$ cat config.mk
export PLATFORM = sky130hd
export DESIGN_NAME = sprite_rom_arbiter_flat
export DESIGN_NICKNAME = d
export VERILOG_FILES = /design/src/rtl/sprite_rom_arbiter_if.sv /design/src/rtl/sprite_rom_arbiter.sv /design/src/flat_wrapper.sv
export SDC_FILE = /design/constraint.sdc
export NUM_CORES = 1
export LEC_CHECK = 0
export CORE_MARGIN = 2
export CORE_UTILIZATION = 45
export DETAILED_ROUTE_END_ITERATION = 10
export GPL_ROUTABILITY_DRIVEN = 0
export HOLD_SLACK_MARGIN = 0.02
export PLACE_DENSITY = 0.74
export SYNTH_ARGS = -nofsm -noshare
export SYNTH_HDL_FRONTEND = slang
export SYNTH_SLANG_ARGS = --single-unit
$ cat constraint.sdc
create_clock -name Clk -period 6.5 [get_ports Clk]
set_input_delay 1.95 -clock Clk [delete_from_list [all_inputs] [get_ports Clk]]
set_output_delay 1.95 -clock Clk [all_outputs]
set_load 0.02 [all_outputs]
$ cat src/rtl/sprite_rom_arbiter_if.sv
// sprite_rom_arbiter_if: request, ROM and response signals shared by the arbiter and its neighbours
interface sprite_rom_arbiter_if #(
  parameter int N_REQ = 4,
  parameter int ADDR_W = 12,
  parameter int ROM_ADDR_W = 19,
  parameter int DATA_W = 24
);
  localparam int ID_W = $clog2(N_REQ);
  logic [N_REQ-1:0] req_valid;
  logic [N_REQ*ADDR_W-1:0] req_addr;
  logic [N_REQ-1:0] req_ready;
  logic [ROM_ADDR_W-1:0] rom_addr;
  logic [DATA_W-1:0] rom_data;
  logic rsp_valid;
  logic rsp_ready;
  logic [ID_W-1:0] rsp_id;
  logic [DATA_W-1:0] rsp_data;
  logic rsp_transparent;
  logic busy;
  modport slave (
    input req_valid, req_addr, rom_data, rsp_ready,
    output req_ready, rom_addr, rsp_valid, rsp_id, rsp_data, rsp_transparent, busy
  );
  modport master (
    output req_valid, req_addr, rom_data, rsp_ready,
    input req_ready, rom_addr, rsp_valid, rsp_id, rsp_data, rsp_transparent, busy
  );
endinterface

$ cat src/rtl/sprite_rom_arbiter.sv
// sprite_rom_arbiter: round-robin sharing of one registered-read sprite ROM, in-order tagged responses
module sprite_rom_arbiter #(
  parameter int N_REQ = 4,
  parameter int ADDR_W = 12,
  parameter int ROM_ADDR_W = 19,
  parameter int DATA_W = 24,
  parameter int FIFO_DEPTH = 4,
  parameter logic [DATA_W-1:0] TRANSP_KEY = 24'hFF00FF
) (
  input logic Clk,
  input logic Reset_n,
  sprite_rom_arbiter_if.slave bus
);
  localparam int ID_W = $clog2(N_REQ);
  localparam int PTR_W = $clog2(FIFO_DEPTH);
  localparam int CNT_W = PTR_W + 1;
  localparam logic [ID_W:0] N_C = (ID_W+1)'(N_REQ);
  localparam logic [CNT_W:0] DEPTH_C = (CNT_W+1)'(FIFO_DEPTH);
  logic [ID_W-1:0] rr, gnt_id, tag1, tag2, head_id;
  logic [ID_W:0] sum;
  logic [2*N_REQ-1:0] rot;
  logic [ADDR_W-1:0] addr_arr [N_REQ];
  logic [ROM_ADDR_W-1:0] rom_addr;
  logic [DATA_W-1:0] head_data;
  logic s1, s2, found, credit, accept, push, pop, valid, full;
  logic [CNT_W-1:0] count;
  logic [PTR_W-1:0] wr, rd;
  logic [ID_W+DATA_W-1:0] mem [FIFO_DEPTH];
  // Rotating the doubled request vector by rr turns the wrap-around scan into a plain priority scan
  always_comb begin
    rot = {bus.req_valid, bus.req_valid} >> rr;
    found = 1'b0;
    gnt_id = '0;
    sum = '0;
    for (int k = 0; k < N_REQ; k++) begin
      addr_arr[k] = bus.req_addr[k*ADDR_W +: ADDR_W];
      if (!found && rot[k]) begin
        found = 1'b1;
        sum = {1'b0, rr} + (ID_W+1)'(k);
        gnt_id = ID_W'(sum >= N_C ? sum - N_C : sum);
      end
    end
  end
  // Reads already in the pipe hold a FIFO slot, so a granted read can never find the FIFO full
  assign credit = ({1'b0, count} + (CNT_W+1)'(s1) + (CNT_W+1)'(s2)) < DEPTH_C;
  assign accept = found & credit & Reset_n;
  assign valid = count != '0;
  assign full = count == CNT_W'(FIFO_DEPTH);
  assign push = s2;
  assign pop = valid & bus.rsp_ready;
  assign {head_id, head_data} = mem[rd];
  assign bus.req_ready = accept ? N_REQ'(1) << gnt_id : '0;
  assign bus.rom_addr = rom_addr;
  assign bus.rsp_valid = valid;
  assign bus.rsp_id = head_id;
  assign bus.rsp_data = head_data;
  assign bus.rsp_transparent = valid && head_data == TRANSP_KEY;
  assign bus.busy = s1 | s2 | valid;
  always_ff @(posedge Clk or negedge Reset_n) begin
    if (!Reset_n) begin
      rr <= '0;
      rom_addr <= '0;
      s1 <= 1'b0;
      s2 <= 1'b0;
      tag1 <= '0;
      tag2 <= '0;
      count <= '0;
      wr <= '0;
      rd <= '0;
    end else begin
      s1 <= accept;
      s2 <= s1;
      tag2 <= tag1;
      if (accept) begin
        tag1 <= gnt_id;
        rom_addr <= ROM_ADDR_W'(addr_arr[gnt_id]);
        rr <= gnt_id == ID_W'(N_REQ - 1) ? '0 : gnt_id + 1'b1;
      end
      if (push) wr <= wr + 1'b1;
      if (pop) rd <= rd + 1'b1;
      count <= count + CNT_W'(push) - CNT_W'(pop);
    end
  end
  always_ff @(posedge Clk) if (push) mem[wr] <= {tag2, bus.rom_data};
  assert property (@(posedge Clk) disable iff (!Reset_n) !(push && full && !pop));
endmodule

$ cat src/flat_wrapper.sv
// flat-port wrapper written by rule: the top's interface ports become plain ports
module sprite_rom_arbiter_flat 
#(
  parameter int N_REQ = 4,
  parameter int ADDR_W = 12,
  parameter int ROM_ADDR_W = 19,
  parameter int DATA_W = 24,
  parameter int FIFO_DEPTH = 4,
  parameter logic [DATA_W-1:0] TRANSP_KEY = 24'hFF00FF
)
  (Clk, Reset_n, bus_req_valid, bus_req_addr, bus_rom_data, bus_rsp_ready, bus_req_ready, bus_rom_addr, bus_rsp_valid, bus_rsp_id, bus_rsp_data, bus_rsp_transparent, bus_busy);
  sprite_rom_arbiter_if #(.N_REQ(N_REQ), .ADDR_W(ADDR_W), .ROM_ADDR_W(ROM_ADDR_W), .DATA_W(DATA_W)) bus_i ();
  input logic Clk;
  input logic Reset_n;
  input wire logic [$bits(bus_i.req_valid)-1:0] bus_req_valid;
  input wire logic [$bits(bus_i.req_addr)-1:0] bus_req_addr;
  input wire logic [$bits(bus_i.rom_data)-1:0] bus_rom_data;
  input wire logic [$bits(bus_i.rsp_ready)-1:0] bus_rsp_ready;
  output wire logic [$bits(bus_i.req_ready)-1:0] bus_req_ready;
  output wire logic [$bits(bus_i.rom_addr)-1:0] bus_rom_addr;
  output wire logic [$bits(bus_i.rsp_valid)-1:0] bus_rsp_valid;
  output wire logic [$bits(bus_i.rsp_id)-1:0] bus_rsp_id;
  output wire logic [$bits(bus_i.rsp_data)-1:0] bus_rsp_data;
  output wire logic [$bits(bus_i.rsp_transparent)-1:0] bus_rsp_transparent;
  output wire logic [$bits(bus_i.busy)-1:0] bus_busy;
  assign bus_i.req_valid = bus_req_valid;
  assign bus_i.req_addr = bus_req_addr;
  assign bus_i.rom_data = bus_rom_data;
  assign bus_i.rsp_ready = bus_rsp_ready;
  assign bus_req_ready = bus_i.req_ready;
  assign bus_rom_addr = bus_i.rom_addr;
  assign bus_rsp_valid = bus_i.rsp_valid;
  assign bus_rsp_id = bus_i.rsp_id;
  assign bus_rsp_data = bus_i.rsp_data;
  assign bus_rsp_transparent = bus_i.rsp_transparent;
  assign bus_busy = bus_i.busy;
  sprite_rom_arbiter #(.N_REQ(N_REQ), .ADDR_W(ADDR_W), .ROM_ADDR_W(ROM_ADDR_W), .DATA_W(DATA_W), .FIFO_DEPTH(FIFO_DEPTH), .TRANSP_KEY(TRANSP_KEY)) u_core (.Clk(Clk), .Reset_n(Reset_n), .bus(bus_i));
endmodule
Word-level counts from Yosys, hierarchy flattened --
Memories as Yosys holds them, arrays and structs flattened. Index checks and enable logic that the tools add are counted.
Cells by class: reduce and logical (&&, ||, !) cells 8, shift operators 2, equal/unequal tests 2, add/subtract/negate cells 14, $lt $le $gt $ge 6, bitwise logic cells 6, muxes and demuxes 19
Operators by type and width (number):
- 12-bit binary-select mux with 2-bit select | 1
- 24-bit == test (second input constant) | 1
- 12-bit 2-to-1 mux | 2
- 2-bit 2-to-1 mux | 9
- 3-bit >= comparator (second input constant) | 4
- 8-bit by 2-bit right shift with 4-bit output | 1
- 2-bit by 1-bit subtractor with 2-bit output (second input constant) | 4
- 2-bit by 1-bit adder with 2-bit output (second input constant) | 3
- 2-bit by 2-bit adder with 3-bit output (second input constant) | 2
- 1-bit 2-to-1 mux | 6
- 3-bit by 1-bit adder with 4-bit output | 1
- 4-bit by 1-bit adder with 4-bit output | 1
- 1-bit logical AND | 4
- 4-bit by 3-bit < comparator with 1-bit output (second input constant) | 1
- 4-bit 2-to-1 mux | 1
- 1-bit by 2-bit left shift with 4-bit output (first input constant) | 1
- 2-bit by 1-bit adder with 3-bit output (second input constant) | 1
- 3-bit by 1-bit adder with 3-bit output | 1
- 1-bit bitwise AND | 3
- 2-bit by 3-bit >= comparator with 1-bit output (second input constant) | 1
- 1-bit logical NOT | 3
- 2-bit NOT with 3-bit output | 1
- 3-bit nonzero test | 1
- 3-bit by 1-bit subtractor with 3-bit output | 1
- other kinds (2) | 3
Storage, ports and cells: memories 1, flip-flop bits (word level) 27, word-level logic and storage cells 67, RAM bits 104
Memory list:
- u_core.mem | words 4, width 26, read ports 1, clocked after memory_dff 0, write ports 1, RTL line sprite_rom_arbiter.sv:28 | logic [ID_W+DATA_W-1:0] mem [FIFO_DEPTH];

Logic depth before layout (Yosys ltp) --
depth in word-level cells 15, depth in mapped cells 8, mapped depth without buffers 7

Worst setup path after synthesis --
Ideal clock, no wire load.
path type in2out, start point in bus_req_valid[0], end point out bus_req_ready[2], arrival time 3.282 ns, required time 4.550 ns, path slack 1.268 ns, stages on the path 7, buffers on the path 1, path through or4_1 -> o211a_1 -> o31ai_2 -> inv_2 -> nand2_1 -> buf_2 -> nor2_1
On the way: longest elaborated chain between the ends 14
Ends and longest elaborated chain:
- start: declaration | RTL line flat_wrapper.sv:15 | input wire logic [$bits(bus_i.req_valid)-1:0] bus_req_valid;
- 8-bit by 2-bit right shift with 4-bit output * | RTL line sprite_rom_arbiter.sv:31 | rot = {bus.req_valid, bus.req_valid} >> rr;
- 1-bit 2-to-1 mux | RTL line sprite_rom_arbiter.sv:37 | if (!found && rot[k]) begin
- 1-bit logical NOT | RTL line sprite_rom_arbiter.sv:37
- 1-bit logical AND | RTL line sprite_rom_arbiter.sv:37
- 1-bit 2-to-1 mux | RTL line sprite_rom_arbiter.sv:37
- 1-bit logical NOT | RTL line sprite_rom_arbiter.sv:37
- 1-bit logical AND | RTL line sprite_rom_arbiter.sv:37
- 1-bit 2-to-1 mux | RTL line sprite_rom_arbiter.sv:37
- 1-bit logical NOT | RTL line sprite_rom_arbiter.sv:37
- 1-bit logical AND | RTL line sprite_rom_arbiter.sv:37
- 1-bit 2-to-1 mux * | RTL line sprite_rom_arbiter.sv:37
- 1-bit bitwise AND * (2 in series) | RTL line sprite_rom_arbiter.sv:46 | assign accept = found & credit & Reset_n;
- via u_core.accept | RTL line sprite_rom_arbiter.sv:25 | logic s1, s2, found, credit, accept, push, pop, valid, full;
- 4-bit 2-to-1 mux * | RTL line sprite_rom_arbiter.sv:52 | assign bus.req_ready = accept ? N_REQ'(1) << gnt_id : '0;
- end: declaration | RTL line flat_wrapper.sv:19 | output wire logic [$bits(bus_i.req_ready)-1:0] bus_req_ready;
The timed path passes the listed nets; every way through them passes the cells marked *.

Worst setup path in the final report --
start point in bus_req_valid[3], end point out bus_req_ready[3]
On the way: longest elaborated chain between the ends 14
Ends and longest elaborated chain (RTL line):
- 8-bit by 2-bit right shift with 4-bit output * | sprite_rom_arbiter.sv:31
- 1-bit 2-to-1 mux | sprite_rom_arbiter.sv:37
- 1-bit logical NOT | sprite_rom_arbiter.sv:37
- 1-bit logical AND | sprite_rom_arbiter.sv:37
- 1-bit 2-to-1 mux | sprite_rom_arbiter.sv:37
- 1-bit logical NOT | sprite_rom_arbiter.sv:37
- 1-bit logical AND | sprite_rom_arbiter.sv:37
- 1-bit 2-to-1 mux | sprite_rom_arbiter.sv:37
- 1-bit logical NOT | sprite_rom_arbiter.sv:37
- 1-bit logical AND | sprite_rom_arbiter.sv:37
- 1-bit 2-to-1 mux | sprite_rom_arbiter.sv:37
- 1-bit bitwise AND (2 in series) | sprite_rom_arbiter.sv:46
- 4-bit 2-to-1 mux * | sprite_rom_arbiter.sv:52
Every way passes the cells marked *; elsewhere a longest branch is shown, timed or not.

==> metrics.yaml <==
power_and_ir_drop:
  p_total_mw: 3.31
  power.density_cell_area_mw_per_mm2: 446
  leakagePower_nw: 2.74
  ir_drop_mv: 0.199
placed_design:
  io_buffers: 123
  dp.cells: 569
  dp_hpwl_mm: 7.35
worst_setup_path:
  r2r_start: "u_core.count[1]"
  end_kind: "output port"
  r2r_end: "u_core.count[2]"
  r2r_cells: 7
  required_ns: 4.55
  start_kind: "primary input"
  endpoint: "bus_req_ready[3]"
  rrSetupSlack_ns: 4.18
  critPathKind: "primary input to output port"
  cp_max_fo: 7
  arrival_ns: 4.10
  cp-startpoint: "bus_req_valid[3]"
grt:
  grt_first_pass_wirelength_mm: 16.8
  antenna_found_initial: 0
  grt-ovfl-total: 0
  grt_pass1_vias: 3293
  grt.total_usage: 0.174
  grt_max_degree: 28
detailed_routing:
  drt_pass1_iterations: 4
  ant_nets: 0
  routed.top_layer: "met4"
  wl_met3_mm: 1.03
  vias: 3164
  drt-initial-drc-count: 228
  routed_wl_mm: 10.7
  wire_per_inst_microns: 17.9
  drt-vias-per-instance: 5.29
  routed-wl-met2_mm: 5.21
  met1_length_mm: 4.31
  drcViolationCount: 0
die:
  start_util: 0.460
  boundaryPins: 131
  row_count: 40
  die_y_microns: 115
  coreArea_sq_mm: 0.0120
  dieArea_sq_mm: 0.0131
  die_w_microns: 115
clock_tree:
  clkTransAtPathRegs_ns: 0.05
  insertion_delay_ns: 0.41
  numCtsBuffers: 17
  cts_setup_buffers: 0
  cts-root-buf: "clkbuf_16"
  hold_buffers: 0
  cts_tree: "done"
  h-tree-depth: 4
  post_cts_resized: 0
  clk_path_buf_depth: 2
  cts.sinks: 131
synthesis:
  synth_area_sq_mm: 0.00550
  synth-edff-count: 104
  ys.flop_type: "edfxtp_1"
  synth_area_per_cell_sq_um: 18.3
  synth_cell_types: 39
  yosysWarningCount: 0
  synth_seq_area_share: 0.691
  synth_top_area_cell: "edfxtp_1"
  synthCells: 301
  ys_ff_latch: 131
  yosys-top-cells-area: "edfxtp_1 (57%), dfrtp_1 (12%), mux4_1 (7.6%)"
  synthArstFlopShare: 0.206
  synth_top_area_share: 0.568
sta:
  max_slew_margin: 0.434
  rsz0062_at_grt: "false"
  setup_viol: 0
  post-route-min-period_ns: 6.05
  clock_skew_ns: 0.00829
  worst_slew_pin_slew_ns: 0.849
  slew_violations: 0
  finalCritPeriodShare: 0.930
  finalSetupTns_ns: 0
  fmax_mhz: 165
  hold_violations: 0
worst_hold_path:
  min_path_cells: 0
  hp-class: "flip-flop to flip-flop"
  hp-start: "u_core.tag1[1]"
job:
  timing.max_cap.violations: 0
finish:
  most-common-layout-cells: "clkdlybuf4s50_1 (123), edfxtp_1 (104), dfrtp_1 (27)"
  fillers: 874
  fin_cells: 598
  drive_above_1_share: 0.111
  area_growth_pct: 34.9
  final_nets: 530
  n_antenna_cell: 0
  final_common_cell: "clkdlybuf4s50_1"
run_status:
  status: "finished clean"
==> sequential cells by signal, summed over array words and instances, names as in the netlist <==
register / flops
u_core.rr: 2
u_core.s1: 1
u_core.count: 3
u_core.tag2: 2
u_core.mem: 104
u_core.wr: 2
u_core.push: 1
u_core.tag1: 2
u_core.rd: 2
u_core.bus.rom_addr: 12
==> cell usage after synthesis, types with 3 or more instances <==
cell	count
edfxtp_1	104
and2_1	6
mux4_2	10
nand4_1	3
or3_1	4
dfrtp_1	27
inv_1	11
buf_4	9
o21ai_0	4
mux2i_1	24
nand2_1	19
nor2_1	7
mux4_1	16
ha_1	9
buf_2	7
o221ai_1	12
==> where the power goes <==
part / switching, mW / internal [mW] / total (mW)
registers: 0.115 / 1.10 / 1.22
logic: 0.626 / 0.618 / 1.24
clock network: 0.303 / 0.547 / 0.849
total: 1.04 / 2.27 / 3.31
==> routing by layer <==
metal / up-vias / GRT usage
met5: - / 0
met3: 15 / 0.0736
met4: 0 / 0.0797
met1: 1523 / 0.203
li1: 1470 / -
met2: 156 / 0.282
==> layout make-up <==
| class | count | area, sq um | share of cell area |
|---|---|---|---|
| Inverter | 12 | 45.0 | 0.00607 |
| Clock buffer | 19 | 433 | 0.0584 |
| Multi-Input combinational cell | 144 | 1540 | 0.208 |
| Clock inverter | 10 | 93.8 | 0.0127 |
| Timing Repair Buffer | 135 | 1320 | 0.178 |
| Tap cell | 147 | 184 | 0.0248 |
| Sequential cell | 131 | 3800 | 0.512 |
==> cells by family (layout without fill, tap and decap cells) <==
kind of cell    Yosys count  after routing  synth area share
flops                   131            131             0.691
mux                      51             51             0.163
simple gates             48             48            0.0469
buf+inv                  32            176            0.0330
compound gates           24             24            0.0348
fa+ha+maj                10             10            0.0241
xor+xnor                  4              4           0.00637
other cells               1              7          0.000682
==> worst max-delay path, stage by stage <==
cell and delay, ns:
clkdlybuf4s50_1 0.50, inv_1 0.07, a221oi_1 0.24, o22a_1 0.36, ha_1 0.24, and2_1 0.13, clkdlybuf4s50_1 0.60
==> worst min path at each step <==
| stage | end | slack [ns] |
|---|---|---|
| detailed placement | u_core.tag2[1] | 0.38 |
| global placement | u_core.tag2[1] | 0.36 |
| global route | u_core.tag2[1] | 0.40 |
| CTS | u_core.tag2[1] | 0.39 |
| floorplan | u_core.tag2[0] | 0.35 |
| finish | u_core.tag2[1] | 0.38 |
==> through the flow <==
step	util	instance area (sq um)	hold WS (ns)	setup WS [ns]
floorplan	-	5520	0.354	1.27
global placement	0.576	6890	0.364	0.549
detailed placement	0.576	6890	0.381	0.480
CTS	0.620	7420	0.393	0.466
global route	0.620	7420	0.398	0.351
finish	0.620	7420	0.383	0.453
(Power assumes the default switching activity.)
==> RTL edit (config.mk and constraints unchanged) <==
`ROM_ADDR_W` is set to 19 in 3 places; all go to 23.
--- a/src/rtl/sprite_rom_arbiter_if.sv
+++ b/src/rtl/sprite_rom_arbiter_if.sv
@@ -2,7 +2,7 @@
 interface sprite_rom_arbiter_if #(
   parameter int N_REQ = 4,
   parameter int ADDR_W = 12,
-  parameter int ROM_ADDR_W = 19,
+  parameter int ROM_ADDR_W = 23,
   parameter int DATA_W = 24
 );
   localparam int ID_W = $clog2(N_REQ);
--- a/src/rtl/sprite_rom_arbiter.sv
+++ b/src/rtl/sprite_rom_arbiter.sv
@@ -2,7 +2,7 @@
 module sprite_rom_arbiter #(
   parameter int N_REQ = 4,
   parameter int ADDR_W = 12,
-  parameter int ROM_ADDR_W = 19,
+  parameter int ROM_ADDR_W = 23,
   parameter int DATA_W = 24,
   parameter int FIFO_DEPTH = 4,
   parameter logic [DATA_W-1:0] TRANSP_KEY = 24'hFF00FF
--- a/src/flat_wrapper.sv
+++ b/src/flat_wrapper.sv
@@ -3,7 +3,7 @@
 #(
   parameter int N_REQ = 4,
   parameter int ADDR_W = 12,
-  parameter int ROM_ADDR_W = 19,
+  parameter int ROM_ADDR_W = 23,
   parameter int DATA_W = 24,
   parameter int FIFO_DEPTH = 4,
   parameter logic [DATA_W-1:0] TRANSP_KEY = 24'hFF00FF
Ports: changed (resized bus_rom_addr); port bits go from 131 to 135. No check against the original RTL was run, so the function may have changed too.
==> RTL edit against the unedited design <==
  * Register-to-register slack better by 0.06 ns
  * Area after synthesis is 0.55% higher
  * Sequential cell count stayed put
  * Sequential share of layout area down 0.65 points
  * Worst setup slack better by 0.042 ns
  * Power increased by 2.3%
  * Hold slack worse by 0.010 ns
  * Cell area increased by 1.3%
  * Wire length grew 3.4%
  * First-iteration DRC count down 50%
  * Critical path type unchanged
  * Largest cell class unchanged
  * Highest routed layer unchanged
==> RTL edit: results (changes against the unedited design) <==
- Result of the run: finished clean
- Hold slack: 0.3732 ns (-0.009997 ns)
- First-pass GRT wire length: 17,480 um (+3.9%)
- Clock Tree Root: sky130_fd_sc_hd__clkbuf_16
- Family of cells with the greatest summed delay on the critical path: buffers and inverters
- Dpl hpwl: 7579 um (+3.1%)
- Count of nets after finishing: 536 (+1.1%)
- CP max FO: 6 (-1)
- Peak ir drop on the vdd network: 0.2015 mV (+1.1%)
- Final worst clock skew: 0.007498 ns (-0.0007891 ns)
- Worst setup slack for register-to-register paths: 4.24 ns (+0.06 ns)
- FILL cells: 877 (+0.34%)
- Starting DRC count in detailed routing: 114 (-50%)
- Endpoint arrival time on the critical path: 4.05 ns (-0.05 ns)
- Post-DR vias/cell: 5.269 (-0.42%)
- H-Tree Depth: 4 (unchanged)
- Maximum number of buffers from clock root to sink: 2 (unchanged)
- Start point of the critical path: bus_req_valid[0]
- Endpoint, Worst Hold: u_core.tag2[0]
- Most frequent cells after synthesis: 104 x sky130_fd_sc_hd__edfxtp_1, 27 x sky130_fd_sc_hd__dfrtp_1, 24 x sky130_fd_sc_hd__mux2i_1
- Layout cells sized above 1: 0.1239 (+0.01305)
- Worst slew slack as a fraction of its limit: 0.5918 (+0.1580)
- Instance count after placement with tap cells included: 575 (+1.1%)
- Average cell area after synthesis: 18.12 um2 (-0.77%)
- Portion of the post-synthesis area used by sequential elements: 0.6872 (-0.003753)
- R2R Path Start: u_core.count[1]
- Vias in the first global route: 3,454 (+4.9%)
- Static Leak: 0.002792 uW (+2.0%)
- Internal: 2332 uW (+2.9%)
- Post-Route WL: 11,080 um (+3.4%)
- Ranking of synthesized cells by area: sky130_fd_sc_hd__edfxtp_1 56%, sky130_fd_sc_hd__dfrtp_1 12%, sky130_fd_sc_hd__mux4_1 7.6%, sky130_fd_sc_hd__mux2i_1 4.3%, sky130_fd_sc_hd__mux4_2 4.1%
- Longest individual stage delay on the worst path: 0.56 ns (-0.04 ns)
- Global-route usage over all layers: 0.1795 (+0.005079)
- Critical path's slowest cell: sky130_fd_sc_hd__or4_1
- Wire per inst: 18.26 um (+1.9%)
- Worst min-delay path startpoint: u_core.tag1[0]
RTL edit: cell types whose count changed after synthesis, sizes merged:
cell / unedited run / this run
buf: 18 / 22
RTL edit: cell type report:
type	instances	area share
Clock inverter	3	0.005331
Sequential cell	131	0.5057
Tap cell	147	0.02449
Multi-Input combinational cell	148	0.2071
Timing Repair Buffer	137	0.1779
Inverter	12	0.005997
Clock buffer	29	0.07346
RTL edit: power groups by stage:
stage	Clock (uW)	Combinational, uW	Sequential [uW]
after floorplan	0	773	1210
after global placement	0	1270	1200
after detailed placement	0	1290	1210
after CTS	943	1290	1200
after global routing	981	1370	1220
final	922	1260	1200
RTL edit: per-stage QoR:
stage | utilization | area [um2] | worst slack, ns | power (uW)
after floorplan | - | 5565 | 1.268 | 1987
after global placement | 0.5760 | 6919 | 0.5573 | 2474
after detailed placement | 0.5760 | 6919 | 0.5185 | 2497
after CTS | 0.6253 | 7511 | 0.5031 | 3430
after global routing | 0.6253 | 7511 | 0.3437 | 3571
final | 0.6253 | 7511 | 0.4950 | 3384
RTL edit: cells by family (layout without fill, tap and decap cells):
family / Yosys count / count (layout) / share of synthesized area
fa+ha+maj: 10 / 10 / 0.02399
simple gates: 48 / 48 / 0.04663
buf+inv: 36 / 181 / 0.03825
other cells: 1 / 11 / 0.0006784
xor+xnor: 4 / 4 / 0.006339
compound gates: 24 / 24 / 0.03463
mux: 51 / 51 / 0.1623
flops: 131 / 131 / 0.6872
RTL edit: per-layer routing:
layer / global-route usage / share of wire / up-vias
met5: 0 / 0 / -
met1: 0.2164 / 0.41 / 1550
li1: - / - / 1482
met4: 0.08032 / 0.024 / 0
met3: 0.06589 / 0.076 / 22
met2: 0.2919 / 0.48 / 144
